===== src/rtl/mem_port_arbiter_pkg.sv =====
// -----------------------------------------------------------------------------
// mem_port_arbiter_pkg
//   Shared types and constants for the unified-memory port arbiter.
//   - arb_state_e : arbiter FSM states
//   - OWNER_IF/LS : encoding of o_owner (0 = fetch, 1 = LSU)
//   - LAT_W       : width of the read-latency counter (RD_LAT-1 for RD_LAT <= 7)
// -----------------------------------------------------------------------------
package mem_port_arbiter_pkg;

    typedef enum logic [1:0] {
        ARB_IDLE,
        ARB_ACCESS,
        ARB_WAIT,
        ARB_RESP
    } arb_state_e;

    localparam logic OWNER_IF = 1'b0;
    localparam logic OWNER_LS = 1'b1;

    localparam int LAT_W = 3;

endpackage : mem_port_arbiter_pkg


===== src/rtl/mem_port_arbiter_arb_picker.sv =====
// -----------------------------------------------------------------------------
// mem_port_arbiter_arb_picker  (arb_picker sub-module)
//   Purely combinational winner selection between fetch and LSU.
//   LSU has fixed priority unless fetch has been passed over STARVE_MAX times
//   in a row while it was waiting.
// Ports:
//   if_req      in   fetch request
//   ls_req      in   LSU request
//   starve_cnt  in   consecutive LSU wins over a pending fetch
//   grant_ls    out  1 = LSU wins, 0 = fetch wins (only meaningful with a request)
//   starve_inc  out  both requested and LSU won
//   starve_clr  out  fetch won
// -----------------------------------------------------------------------------
module mem_port_arbiter_arb_picker #(
    parameter int STARVE_MAX = 4,
    parameter int CNT_W      = 3
) (
    input  logic             if_req,
    input  logic             ls_req,
    input  logic [CNT_W-1:0] starve_cnt,
    output logic             grant_ls,
    output logic             starve_inc,
    output logic             starve_clr
);

    logic starved;

    assign starved    = (starve_cnt == CNT_W'(STARVE_MAX));

    // A starved fetch only overrides the LSU when fetch is actually asking.
    assign grant_ls   = ls_req && !(if_req && starved);
    assign starve_inc = if_req && ls_req && grant_ls;
    assign starve_clr = if_req && !grant_ls;

endmodule : mem_port_arbiter_arb_picker


===== src/rtl/mem_port_arbiter.sv =====
// -----------------------------------------------------------------------------
// mem_port_arbiter
//   Shares one single-port synchronous memory between the instruction-fetch
//   port and the LSU data port. One transaction in flight; each port is acked
//   with a one-cycle pulse. LSU has priority, a starvation counter forces a
//   waiting fetch through after STARVE_MAX consecutive LSU wins.
// Parameters:
//   ADDR_W      word-address width to memory
//   RD_LAT      memory read latency in cycles (1..7)
//   STARVE_MAX  LSU wins over a pending fetch before fetch is forced through
// Ports:
//   i_clk, i_reset                     clock, async active-low reset
//   i_if_req/addr, o_if_ack/rdata      fetch port
//   i_ls_req/wren/addr/wdata/bmask,
//   o_ls_ack/rdata                     LSU port
//   o_mem_en/wren/addr/wdata/bmask,
//   i_mem_rdata                        memory interface
//   o_busy                             high whenever not IDLE
//   o_owner                            owner of current or last transaction
// -----------------------------------------------------------------------------
module mem_port_arbiter
    import mem_port_arbiter_pkg::*;
#(
    parameter int ADDR_W     = 11,
    parameter int RD_LAT     = 1,
    parameter int STARVE_MAX = 4
) (
    input  logic              i_clk,
    input  logic              i_reset,
    input  logic              i_if_req,
    input  logic [31:0]       i_if_addr,
    output logic              o_if_ack,
    output logic [31:0]       o_if_rdata,
    input  logic              i_ls_req,
    input  logic              i_ls_wren,
    input  logic [31:0]       i_ls_addr,
    input  logic [31:0]       i_ls_wdata,
    input  logic [3:0]        i_ls_bmask,
    output logic              o_ls_ack,
    output logic [31:0]       o_ls_rdata,
    output logic              o_mem_en,
    output logic              o_mem_wren,
    output logic [ADDR_W-1:0] o_mem_addr,
    output logic [31:0]       o_mem_wdata,
    output logic [3:0]        o_mem_bmask,
    input  logic [31:0]       i_mem_rdata,
    output logic              o_busy,
    output logic              o_owner
);

    localparam int              CNT_W    = $clog2(STARVE_MAX + 1);
    localparam logic [LAT_W-1:0] LAT_LOAD = LAT_W'(RD_LAT - 1);

    arb_state_e       state;
    logic [CNT_W-1:0] starve_cnt;
    logic [LAT_W-1:0] lat_cnt;
    logic             grant_ls;
    logic             starve_inc;
    logic             starve_clr;

    // Byte-offset bits and bits above the memory size are dropped on purpose:
    // the memory wraps.
    logic unused_addr_bits;
    assign unused_addr_bits = ^{i_if_addr[31:ADDR_W+2], i_if_addr[1:0],
                                i_ls_addr[31:ADDR_W+2], i_ls_addr[1:0]};

    mem_port_arbiter_arb_picker #(
        .STARVE_MAX (STARVE_MAX),
        .CNT_W      (CNT_W)
    ) u_arb_picker (
        .if_req     (i_if_req),
        .ls_req     (i_ls_req),
        .starve_cnt (starve_cnt),
        .grant_ls   (grant_ls),
        .starve_inc (starve_inc),
        .starve_clr (starve_clr)
    );

    // NOTE: every register here, datapath included, is cleared by the async
    // reset so no output is ever X after reset; state uses non-blocking
    // assignments so all flops update from the same pre-edge values.
    always_ff @(posedge i_clk or negedge i_reset) begin
        if (!i_reset) begin
            state       <= ARB_IDLE;
            starve_cnt  <= '0;
            lat_cnt     <= '0;
            o_if_ack    <= 1'b0;
            o_if_rdata  <= '0;
            o_ls_ack    <= 1'b0;
            o_ls_rdata  <= '0;
            o_mem_en    <= 1'b0;
            o_mem_wren  <= 1'b0;
            o_mem_addr  <= '0;
            o_mem_wdata <= '0;
            o_mem_bmask <= '0;
            o_busy      <= 1'b0;
            o_owner     <= OWNER_IF;
        end else begin
            case (state)
                ARB_IDLE: begin
                    if (i_if_req || i_ls_req) begin
                        state    <= ARB_ACCESS;
                        o_mem_en <= 1'b1;
                        o_busy   <= 1'b1;
                        if (grant_ls) begin
                            o_owner     <= OWNER_LS;
                            o_mem_addr  <= i_ls_addr[ADDR_W+1:2];
                            o_mem_wren  <= i_ls_wren;
                            o_mem_wdata <= i_ls_wdata;
                            o_mem_bmask <= i_ls_bmask;
                        end else begin
                            // Fetch never writes.
                            o_owner     <= OWNER_IF;
                            o_mem_addr  <= i_if_addr[ADDR_W+1:2];
                            o_mem_wren  <= 1'b0;
                            o_mem_wdata <= '0;
                            o_mem_bmask <= '0;
                        end
                        if (starve_clr) begin
                            starve_cnt <= '0;
                        end else if (starve_inc) begin
                            starve_cnt <= starve_cnt + 1'b1;
                        end
                    end
                end

                ARB_ACCESS: begin
                    // Single access strobe; write-side outputs return to 0.
                    o_mem_en    <= 1'b0;
                    o_mem_wren  <= 1'b0;
                    o_mem_wdata <= '0;
                    o_mem_bmask <= '0;
                    if (o_mem_wren) begin
                        // Stores need no read data: ack straight away.
                        state    <= ARB_RESP;
                        o_ls_ack <= 1'b1;
                    end else begin
                        state   <= ARB_WAIT;
                        lat_cnt <= LAT_LOAD;
                    end
                end

                ARB_WAIT: begin
                    if (lat_cnt == '0) begin
                        state <= ARB_RESP;
                        if (o_owner == OWNER_LS) begin
                            o_ls_rdata <= i_mem_rdata;
                            o_ls_ack   <= 1'b1;
                        end else begin
                            o_if_rdata <= i_mem_rdata;
                            o_if_ack   <= 1'b1;
                        end
                    end else begin
                        lat_cnt <= lat_cnt - 1'b1;
                    end
                end

                ARB_RESP: begin
                    // Returning to IDLE gives the mandatory one-cycle bubble.
                    state    <= ARB_IDLE;
                    o_if_ack <= 1'b0;
                    o_ls_ack <= 1'b0;
                    o_busy   <= 1'b0;
                end

                default: begin
                    state <= ARB_IDLE;
                end
            endcase
        end
    end

    a_one_ack : assert property (@(posedge i_clk) disable iff (!i_reset)
        !(o_if_ack && o_ls_ack));

    a_en_in_access : assert property (@(posedge i_clk) disable iff (!i_reset)
        o_mem_en |-> (state == ARB_ACCESS));

endmodule : mem_port_arbiter

===== config.mk =====
export PLATFORM = sky130hd
export DESIGN_NAME = mem_port_arbiter
export DESIGN_NICKNAME = d
export VERILOG_FILES = /design/src/rtl/mem_port_arbiter_pkg.sv /design/src/rtl/mem_port_arbiter_arb_picker.sv /design/src/rtl/mem_port_arbiter.sv
export SDC_FILE = /design/constraint.sdc
export NUM_CORES = 1
export LEC_CHECK = 0
export ABC_AREA = 1
export BUFFER_PORTS_ARGS = -buffer_cell sky130_fd_sc_hd__buf_2
export CORE_AREA = 2 2 107 109
export DETAILED_ROUTE_END_ITERATION = 12
export DIE_AREA = 0 0 109 111
export PLACE_DENSITY = 0.95
export SYNTH_ARGS = -nofsm -noshare
export SYNTH_HDL_FRONTEND = slang
export SYNTH_SLANG_ARGS = --single-unit

===== constraint.sdc =====
create_clock -name i_clk -period 3.6 [get_ports i_clk]
set_input_delay 0.72 -clock i_clk [delete_from_list [all_inputs] [get_ports i_clk]]
set_output_delay 0.72 -clock i_clk [all_outputs]
set_load 0.005 [all_outputs]

# Yosys cells after proc, flatten, opt, wreduce, memory -nomap -nowiden
# Index checks and enable logic that the tools add are counted.
# totals
latch_bits,0
output_inout_bits,117
ff_bits,125
mem_bits_ro,0
inputBits,137
mem_count,0
elab_cells,84
ram_bits,0
# op_classes
n_reduce_logical,26
eq_ne,11
shift,0
magnitude_cmp,0
n_div,0
mul,0
muxes,30
add_sub_neg,2
n_bitwise,1
# op_table
cell,count
32-bit two-way mux,2
32-bit case mux with 2 select lines,1
3-bit AND reduction,5
2-bit != test (second input constant),7
3-bit two-way mux,4
11-bit two-way mux,1
1-bit two-way mux,10
2-bit nonzero test,5
4-bit two-way mux,2
1-bit case mux with 2 select lines,4
2-bit case mux with 4 select lines,1
4-bit case mux with 2 select lines,1
2-bit AND reduction,4
3-bit case mux with 2 select lines,1
1-bit logical AND,5
2-bit == test (second input constant),2
2-bit two-way mux,2
4-bit AND reduction,1
3-bit by 1-bit adder with 3-bit output (second input constant),1
3-bit == test (second input constant),1
3-bit zero test,1
1-bit case mux with 3 select lines,1
3-bit nonzero test,1
3-bit by 1-bit subtractor with 3-bit output (second input constant),1
5 further kinds,6

# Longest topological paths before layout
# logic_depth
depth_word,8
mapped_depth,11
ltp_nobuf,9

# Hierarchy
# A second synthesis with hierarchy kept.
# hier_totals
hier_cells,589
hier_area_um2,5480.3
# by_module_without_submodules
mod,area_each_um2,n_inst,seq_area_each_um2,cells_per_inst
mem_port_arbiter,5431.5,1,3128.0,580
mem_port_arbiter_arb_picker,48.8,1,0.0,9

# Worst setup path after synthesis
# OpenSTA, ideal clock, no wires.
# synth_path
kind,reg-to-reg
start,register state[0]
end,register o_if_rdata[0]
t_arrival_ns,1.411
setup_time_ns,0.130
t_required_ns,3.470
n_path_buf,3
path_stages_with_launch,11
path_slack_ns,2.059
period_less_slack_ns,1.541
path_cell_list,dfrtp_1 inv_1 ha_1 buf_4 inv_2 nor2_1 nand2_1 buf_4 buf_2 nand2_1 o21ai_0
# synth_between
elab_chain_cells,2
# synth_lines
element,line_no,rtl
from (decl),mem_port_arbiter.sv:54,arb_state_e state;
from (signal assigned),mem_port_arbiter.sv:84,state <= ARB_IDLE;
from (signal assigned),mem_port_arbiter.sv:102,state <= ARB_ACCESS;
from (signal assigned),mem_port_arbiter.sv:135,state <= ARB_RESP;
2-bit == test,mem_port_arbiter.sv:99,case (state)
3-bit AND reduction (no source line),n/a,
to (signal assigned),mem_port_arbiter.sv:150,o_if_rdata <= i_mem_rdata;
to (decl),mem_port_arbiter.sv:33,"output logic [31:0] o_if_rdata,"
# Every way passes these cells.
# A chain may end at the register's enable or synchronous reset.

# Worst setup path after layout
# layout_path
start,register state[0]
end,register o_ls_rdata[20]
# layout_between
elab_chain_cells,2
# layout_lines
element,line_no,rtl
2-bit == test,mem_port_arbiter.sv:99,
3-bit AND reduction (no source line),n/a,
to (signal assigned),mem_port_arbiter.sv:147,o_ls_rdata <= i_mem_rdata;
to (decl),mem_port_arbiter.sv:40,"output logic [31:0] o_ls_rdata,"
# Every way passes these cells.

==> impl_metrics.py <==
metrics = {
    "place": {
        "dp_cells": 926,
        "place_congestion": 0.7482,
        "io_buffers": 211,
        "hpwlAfterDp_mm": 8.963,
    },
    "worst_setup_path": {
        "r2r_slack_ps": 1070,
        "critical_path_required_ps": 3870,
        "critPathArrivalTime_ps": 2800,
        "critPathLaunchType": "register",
        "reg2regPathDepth": 4,
        "path_max_fanout": 64,
        "path_class": "reg -> reg",
        "r2r-end": "o_ls_rdata[20]",
        "reg2reg_from": "state[0]",
        "cp-startpoint": "state[0]",
        "end_kind": "register",
        "critPathCapture": "o_ls_rdata[20]",
    },
    "final_layout": {
        "antennaDiodeCount": 0,
        "final_layout_size_suffix_gt1_share_pct": 31.17,
        "final_core_util_pct": 63.93,
        "mostFrequentLayoutCell": "buf_2",
        "areaGrowthSynthToFinish_pct": 32.65,
        "final_cell_mix": "buf_2 (210), nand2_1 (165), dfrtp_1 (125)",
        "layout.nets": 948,
        "fin_cells": 958,
    },
    "timing": {
        "max_freq_mhz": 395.0,
        "finalHoldViolations": 0,
        "holdWs_ps": 332.5,
        "slew_violations": 0,
        "slew_headroom_pct": 28.48,
        "layout_min_cycle_time_ps": 2531,
        "finalCritPeriodShare_pct": 70.32,
        "finalSetupTns_ps": 0,
        "skew_ps": 8.926,
        "tightest_slew_ps": 1069,
        "setup_viol": 0,
        "rsz0062_at_grt": "false",
    },
    "clocking": {
        "cts_buffers": 17,
        "cts_max_level": 4,
        "cts_root_buf": "clkbuf_16",
        "postCtsHoldBufs": 0,
        "cts_setup_buffers": 0,
        "path_clk_slew_ps": 50,
        "cts_tree": "yes",
        "insertion_delay_ps": 400,
        "cts_buffer_depth": 2,
        "cts_resized": 0,
        "cts_sinks": 125,
    },
    "die": {
        "io_pins": 254,
        "num_rows": 39,
        "die-area_sq_um": 12100,
        "die_h_um": 111,
        "die_w_um": 109,
        "start_util_pct": 48.20,
        "core-area_sq_um": 11080,
    },
    "run": {
        "cap_viol_max_count": 0,
    },
    "route": {
        "ant_nets": 0,
        "vias_per_cell": 4.945,
        "vias": 4737,
        "routed.top_layer": "met4",
        "drtPass1Iterations": 4,
        "wl_met2_mm": 6.121,
        "wl_per_cell_um": 13.51,
        "met1Wirelength_mm": 5.468,
        "drt-total-wl_mm": 12.94,
        "dr_wl_met3_mm": 1.138,
        "drc": 0,
        "drt_iter0_markers": 349,
    },
    "pwr": {
        "ir_drop_v": 0.0004128,
        "finalPower_uw": 6629,
        "cellPowerDensity_nw_per_um2": 936.1,
        "p_leak_uw": 0.004137,
    },
    "worst_hold_path": {
        "worstHoldPathType": "in -> async",
    },
    "outcome": {
        "status": "finished, final reports clean",
    },
    "synthesis": {
        "yosys_warnings": 0,
        "syn_area_per_cell_sq_um": 8.839,
        "syn-num-nets": 750,
        "syn_inst": 604,
        "yosysSeqAreaShare_pct": 58.59,
        "synth_cell_types": 21,
        "synth.ff_latch_count": 125,
        "syn-cell-area_sq_um": 5339,
    },
    "grt": {
        "overflow": 0,
        "grt.total_usage_pct": 21.93,
        "antenna_found_initial": 0,
        "grt_max_degree": 77,
        "grt_pass1_vias": 4521,
        "grt_pass1_wl_mm": 21.05,
    },
}
-- sequential cells by signal (all words and copies together) (netlist names), 2 cells and up --
signal	flops
lat_cnt	3
o_if_rdata	32
o_ls_rdata	32
o_mem_addr	11
o_mem_bmask	4
o_mem_wdata	32
starve_cnt	3
state	2
-- final cells by class --
| type | count | area, sq um |
|---|---|---|
| Clock inverter | 13 | 214.0 |
| Clock buffer | 19 | 442.9 |
| Multi-Input combinational cell | 366 | 1732 |
| Sequential cell | 125 | 3128 |
| Fill cell | 886 | 3995 |
| Inverter | 78 | 292.8 |
| Timing Repair Buffer | 214 | 1094 |
| Tap cell | 143 | 178.9 |
-- critical path: stages, from the launching register on --
cell and delay (ps):
dfrtp_1 430, inv_1 150, ha_1 350, nand3_2 860, o21ai_0 580
-- stage by stage --
step / area [sq um] / setup WS [ps]
2_1_floorplan: 5339 / 2059
5_1_grt: 7082 / 799.8
3_3_place_gp: 6425 / 1268
6_report: 7082 / 1069
4_1_cts: 7082 / 1079
3_5_place_dp: 6425 / 1122
-- worst min-delay path by stage --
stage          slack (ps)     startpoint  cells past startpoint       endpoint
3_5_place_dp          460  o_mem_addr[8]                      2  o_mem_addr[8]
6_report              330        i_reset                      1  o_if_rdata[9]
3_3_place_gp          450       o_ls_ack                      2       o_ls_ack
2_1_floorplan         420        i_reset                      0     lat_cnt[0]
4_1_cts               360        i_reset                      1  o_ls_rdata[9]
5_1_grt               380        i_reset                      1  o_if_rdata[9]
-- cells by family (layout without fill, tap and decap cells) --
group,Yosys count,in the layout,synth area share (%)
compound gates,75,75,7.289
fa+ha+maj,9,9,2.109
buf+inv,113,324,9.023
flops,125,125,58.59
simple gates,282,282,22.99
-- power by group --
| group | total (uW) | switching (uW) | internal [uW] |
|---|---|---|---|
| sequential | 2500 | 393 | 2110 |
| combinational | 2260 | 1320 | 945 |
| clock | 1870 | 615 | 1250 |
-- synth_stat cells --
master	number	area share [%]
nor2_1	3	0.21
nand3_2	2	0.37
inv_2	3	0.21
o21ai_1	7	0.66
buf_6	3	0.63
o21ai_0	64	6.0
o21bai_1	1	0.14
clkbuf_2	1	0.094
nand2_2	1	0.12
dfrtp_1	125	59
a21oi_1	2	0.19
inv_1	75	5.3
nand3_1	108	10
buf_2	18	1.7
clkbuf_1	10	0.70
buf_4	3	0.42
nand4_1	1	0.12
nor2_8	1	0.37
nand2_1	166	12
o21ai_4	1	0.30
ha_1	9	2.1
-- metal layers --
layer	track usage, %	vias to the layer above
met3	7.172	18
met2	35.28	195
met1	27.25	2203
met5	0	-
li1	-	2321
met4	8.376	0
(Power assumes the default switching activity.)
